==> src/rtl/gf180mcu_osu_sc_gp12t3v3__bist_pkg.sv <==
// Shared types and the Galois step used by the buffer-bank BIST pattern generator and MISR.
package gf180mcu_osu_sc_gp12t3v3__bist_pkg;

   typedef enum logic [1:0] {
      ST_IDLE = 2'd0,
      ST_RUN  = 2'd1,
      ST_DONE = 2'd2
   } bist_state_e;

   localparam int         MAX_W         = 32;
   localparam logic [7:0] LFSR_TAPS_DEF = 8'hB8;
   localparam logic [7:0] MISR_TAPS_DEF = 8'h8E;

   // Computed at MAX_W so any register up to that width can share it; callers zero-extend.
   function automatic logic [MAX_W-1:0] galois_step(input logic [MAX_W-1:0] s,
                                                     input logic [MAX_W-1:0] m);
      return (s >> 1) ^ (s[0] ? m : '0);
   endfunction

endpackage

==> src/rtl/gf180mcu_osu_sc_gp12t3v3__bist_shreg.sv <==
// Galois shift register with synchronous load; serves as both the pattern LFSR and the MISR.
module gf180mcu_osu_sc_gp12t3v3__bist_shreg
   import gf180mcu_osu_sc_gp12t3v3__bist_pkg::*;
#(
   parameter int WIDTH = 8
) (
   input  logic             clk,
   input  logic             load,
   input  logic [WIDTH-1:0] load_val,
   input  logic             en,
   input  logic [WIDTH-1:0] taps,
   input  logic [WIDTH-1:0] xin,
   output logic [WIDTH-1:0] q,
   output logic [WIDTH-1:0] nxt
);

   logic [MAX_W-1:0] step_full;
   logic [WIDTH-1:0] q_q;
   logic [WIDTH-1:0] q_d;
   logic             step_hi_unused;

   always_comb begin
      step_full = galois_step(MAX_W'(q_q), MAX_W'(taps));
      nxt       = step_full[WIDTH-1:0] ^ xin;
      q_d       = q_q;
      if (load) begin
         q_d = load_val;
      end else if (en) begin
         q_d = nxt;
      end
   end

   // Upper bits are always zero because both operands are zero-extended.
   assign step_hi_unused = ^step_full[MAX_W-1:WIDTH];

   always_ff @(posedge clk) begin
      q_q <= q_d;
   end

   assign q = q_q;

endmodule

==> src/rtl/gf180mcu_osu_sc_gp12t3v3__buf_bist.sv <==
// BIST wrapper for a bank of buffer cells: LFSR drives A, MISR compacts Y, signature compared to GOLDEN.
//   state   | meaning
//   ST_IDLE | LFSR/MISR hold load values, waiting for START
//   ST_RUN  | one pattern per cycle, MISR absorbs Y, counting to N_PAT
//   ST_DONE | signature and PASS held until START or ABORT
module gf180mcu_osu_sc_gp12t3v3__buf_bist
   import gf180mcu_osu_sc_gp12t3v3__bist_pkg::*;
#(
   parameter int               WIDTH     = 8,
   parameter int               N_PAT     = 255,
   parameter logic [WIDTH-1:0] SEED      = WIDTH'(1),
   parameter logic [WIDTH-1:0] LFSR_TAPS = WIDTH'(LFSR_TAPS_DEF),
   parameter logic [WIDTH-1:0] MISR_TAPS = WIDTH'(MISR_TAPS_DEF),
   parameter logic [WIDTH-1:0] MISR_INIT = '1,
   parameter logic [WIDTH-1:0] GOLDEN    = '0
) (
   input  logic             CLK,
   input  logic             RN,
   input  logic             START,
   input  logic             ABORT,
   output logic [WIDTH-1:0] A,
   input  logic [WIDTH-1:0] Y,
   output logic             BUSY,
   output logic             DONE,
   output logic             PASS,
   output logic [WIDTH-1:0] SIG
);

   localparam logic [WIDTH-1:0] SEED_EFF = (SEED == '0) ? WIDTH'(1) : SEED;
   localparam logic [15:0]      LAST_CNT = 16'(N_PAT - 1);

   bist_state_e      state_q, state_d;
   logic [15:0]      cnt_q, cnt_d;
   logic             pass_q, pass_d;
   logic             busy_q, done_q;
   logic             launch, reload, run_en;
   logic [WIDTH-1:0] misr_nxt;
   logic [WIDTH-1:0] lfsr_nxt_unused;

   assign launch = START && (state_q == ST_IDLE || state_q == ST_DONE);
   assign reload = !RN || ABORT || launch;
   assign run_en = (state_q == ST_RUN);

   gf180mcu_osu_sc_gp12t3v3__bist_shreg #(.WIDTH(WIDTH)) u_lfsr (
      .clk      (CLK),
      .load     (reload),
      .load_val (SEED_EFF),
      .en       (run_en),
      .taps     (LFSR_TAPS),
      .xin      ('0),
      .q        (A),
      .nxt      (lfsr_nxt_unused)
   );

   gf180mcu_osu_sc_gp12t3v3__bist_shreg #(.WIDTH(WIDTH)) u_misr (
      .clk      (CLK),
      .load     (reload),
      .load_val (MISR_INIT),
      .en       (run_en),
      .taps     (MISR_TAPS),
      .xin      (Y),
      .q        (SIG),
      .nxt      (misr_nxt)
   );

   always_comb begin
      state_d = state_q;
      cnt_d   = cnt_q;
      pass_d  = pass_q;
      if (!RN || ABORT) begin
         state_d = ST_IDLE;
         cnt_d   = '0;
         pass_d  = 1'b0;
      end else begin
         case (state_q)
            ST_RUN: begin
               cnt_d = cnt_q + 16'd1;
               if (cnt_q == LAST_CNT) begin
                  state_d = ST_DONE;
                  pass_d  = (misr_nxt == GOLDEN);
               end
            end
            ST_IDLE, ST_DONE: begin
               if (START) begin
                  state_d = ST_RUN;
                  cnt_d   = '0;
                  pass_d  = 1'b0;
               end
            end
            default: state_d = ST_IDLE;
         endcase
      end
   end

   always_ff @(posedge CLK) begin
      state_q <= state_d;
      cnt_q   <= cnt_d;
      pass_q  <= pass_d;
      busy_q  <= (state_d == ST_RUN);
      done_q  <= (state_d == ST_DONE);
   end

   assign BUSY = busy_q;
   assign DONE = done_q;
   assign PASS = pass_q;

endmodule

==> config.mk <==
export PLATFORM = sky130hd
export DESIGN_NAME = gf180mcu_osu_sc_gp12t3v3__buf_bist
export DESIGN_NICKNAME = d
export VERILOG_FILES = /design/src/rtl/gf180mcu_osu_sc_gp12t3v3__bist_pkg.sv /design/src/rtl/gf180mcu_osu_sc_gp12t3v3__bist_shreg.sv /design/src/rtl/gf180mcu_osu_sc_gp12t3v3__buf_bist.sv
export SDC_FILE = /design/constraint.sdc
export NUM_CORES = 1
export LEC_CHECK = 0
export BUFFER_PORTS_ARGS = -buffer_cell sky130_fd_sc_hd__buf_2
export CAP_MARGIN = 30
export CORE_ASPECT_RATIO = 0.7
export CORE_UTILIZATION = 30
export CTS_CLUSTER_SIZE = 40
export DETAILED_ROUTE_END_ITERATION = 10
export GPL_TIMING_DRIVEN = 0
export SYNTH_ARGS = -nofsm -noshare
export SYNTH_HDL_FRONTEND = slang
export SYNTH_SLANG_ARGS = --single-unit
==> constraint.sdc <==
create_clock -name CLK -period 2.1 [get_ports CLK]
set_clock_uncertainty 0.2 [all_clocks]
set_input_delay 0.525 -clock CLK [delete_from_list [all_inputs] [get_ports CLK]]
set_output_delay 0.525 -clock CLK [all_outputs]
set_load 0.05 [all_outputs]
==> metrics.txt <==
routability congestion estimate=0.7682; Post-synth EDFFs=0; Core Footprint=between 0.005 and 0.006 mm^2; die area=0.006316 mm^2; Post-synth ARST share=0%; Die Height=66.80 um; Net Count, Synth=224; Slew Limit Fails=0; largest net degree at the start of global routing=12; WL met3=258 um; root buffer cell=clkbuf_8; CTS Sinks=37; DR iter-0 viols=68; vias in the first global route=around 1,300; post-layout util=roughly 38%; Synth Flop Type=dfxtp_1; number of synthesis warnings=0; worst skew pair latency=roughly 0.3 ns; Tightest Pin Transition=around 0.66 ns; Max Freq=497.3 MHz; Post-Synthesis Cells=210; top-count cell post-synth=dfxtp_1; nets=260; CTS Buffer Depth=2; # rows=23; CP Capture Type=register; class of the most critical setup path=reg -> reg; pre-CTS WS=-0.04726 ns; Routed Antenna Nets=0; Max-Cap Viols=0; Slew headroom=56.07%; total track usage=14.21%; initial antenna violation count=0; period utilisation layout=95.76%; reg-to-reg slack, setup=0.09 ns; total iterations of the first detailed-routing run=4; synthesized area=roughly 0.0018 mm^2; Distinct cells, synth=45; CTS buffer count=5; FF-to-FF Start=cnt_q[7]; worst endpoint required time=2.12 ns; top metal layer carrying routed signals=met4; CP Max Fanout=6; hold depth=2; I/O pin total=31; Worst Hold Endpoint=u_lfsr.q[6]; Synth Register Bits=37; final number of hold-violating endpoints=0; wire length on met2=1.540 mm; arrival time at the worst endpoint=around 2 ns; Worst-path clk slew=0.07 ns; endpoints failing setup=0; commonest cells in the netlist=dfxtp_1, nand2_1, nor2_1; Hold Buf Count CTS=0; Syn Area/Cell=8.568 um^2; Fin Hold WS=approximately 0.27 ns; share of the synthesized area in the top cell type=41.17%; TritonCTS clock tree=built; routed len/inst=12.80 um; Die Wd=94.56 um; Critical Path Source Type=register; Remaining Overflow, GRT=0; # DRC=0; Post-CTS Setup Inserts=0; layout cells sized above 1=24.29%; RR Endpoint=cnt_q[15]; Worst VDD drop=0.2411 mV; RSZ-0062 raised after global routing=false; htree depth=2; Worst Setup Slack, final=just under 0.09 ns; cell taking the most area after synthesis=dfxtp_1; Starting Density=a little under a third; dominant cells by area after synthesis=dfxtp_1, nand2_1, xnor2_1; WL final=4.123 mm; DR vias/cell=4.916; DR vias=about 1,600; reg2reg path depth=4; Final HPWL DP=3.007 mm; sequential area share after synthesis=roughly two fifths; hold path start=u_lfsr.q[7]; ant diodes=0; Worst Setup SP=cnt_q[7]; setup TNS=0 ns; Syn-to-layout area delta=20.51%; # port buffers=30; Leak=0.8289 nW; PwrDens=686.2 mW/mm^2; min-delay worst type=reg -> reg; final worst path period need=2.011 ns; Fill cells=613; status=finished clean; M1 WL=roughly 2.3 mm; global-route wire length before repair=6.775 mm
## how the worst max path moves through the flow
| stage | end | slack, ns |
|---|---|---|
| global route | cnt_q[15] | 0.007 |
| detailed placement | cnt_q[12] | -0.05 |
| global placement | cnt_q[12] | -0.03 |
| CTS | cnt_q[15] | 0.05 |
| floorplan | cnt_q[15] | 0.22 |
| finish | cnt_q[15] | 0.09 |
## layout make-up
cell class	count	area (um^2)	area share (%)
tap	75	93.84	4.328
multi-input combinational	152	934.6	43.10
clock inverter	1	30.03	1.385
timing repair buffer	30	150.1	6.924
inverter	4	15.01	0.6924
sequential	37	744.5	34.33
clock buffer	7	86.33	3.982
buffer	16	113.9	5.251
## cells in the final DEF, fill, tap and decap left out, types with 2 or more instances in the layout
| cell | Yosys | routed |
|---|---|---|
| clkbuf_8 | 2 | 8 |
| inv_1 | 4 | 4 |
| a211oi_1 | 3 | 3 |
| nand4_1 | 4 | 4 |
| nor2_1 | 19 | 19 |
| o211ai_1 | 9 | 9 |
| nand2_1 | 32 | 32 |
| nor3b_1 | 2 | 2 |
| dfxtp_2 | 0 | 3 |
| or3_1 | 4 | 4 |
| nand2b_1 | 3 | 3 |
| xor2_1 | 3 | 3 |
| a41o_1 | 2 | 2 |
| nor3_1 | 2 | 2 |
| xnor2_1 | 11 | 11 |
| o311ai_0 | 3 | 3 |
| or4_1 | 2 | 2 |
| nand3_1 | 10 | 10 |
| ha_1 | 2 | 2 |
| mux2_2 | 2 | 2 |
| nor2b_1 | 4 | 4 |
| a21oi_1 | 14 | 14 |
| dfxtp_1 | 37 | 34 |
| a311oi_1 | 2 | 2 |
| clkbuf_1 | 6 | 5 |
| o21a_1 | 3 | 3 |
| buf_4 | 5 | 5 |
| buf_2 | 1 | 32 |
## through the flow
stage,area (um^2),total power [W],cells
after floorplan,1799,0.0008155,210
after global placement,2043,0.0008558,315
after detailed placement,2043,0.0008552,315
after CTS,2161,0.001504,323
after global routing,2168,0.001550,322
final,2168,0.001488,322
## kinds of logic (layout without fill, tap and decap cells)
group | after synthesis | count (layout) | share of synthesized area [%]
muxes | 3 | 3 | 1.808
and+or+nand+nor | 94 | 94 | 26.63
xor gates and xnor gates | 14 | 14 | 6.815
DFF | 37 | 37 | 41.17
AOI/OAI and AO/OA | 39 | 39 | 14.95
buffers and inverters | 21 | 58 | 7.232
adders and majority gates | 2 | 2 | 1.391
## report_power, final
group	internal [W]	switching, W	total, W
combinational	0.0000423	0.0000833	0.000126
sequential	0.000707	0.00000526	0.000712
clock	0.000387	0.000262	0.000650
## what timing repair did
action / in CTS / in global routing
resized for setup: 1 / 6
gates cloned: 0 / 0
setup endpoints to repair: 2 / 11
## critical path: stages (launching register included)
cell,delay [ns]
dfxtp_1,0.37
nand4_2,0.19
or4_4,0.61
or4_1,0.41
a21oi_1,0.16
## routing by layer
| layer | vias up | GRT usage, % |
|---|---|---|
| li1 | 813 | - |
| met1 | 718 | 21.63 |
| met2 | 44 | 17.84 |
| met3 | 8 | 4.909 |
| met4 | 0 | 4.545 |
| met5 | - | 0 |
## sequential cells by signal (all words and copies together) (netlist names)
register and count:
BUSY 1, DONE 1, PASS 1, cnt_q 16, state_q 2, u_lfsr.q 8, u_misr.q 8
Power figures use the tool's default switching activity.
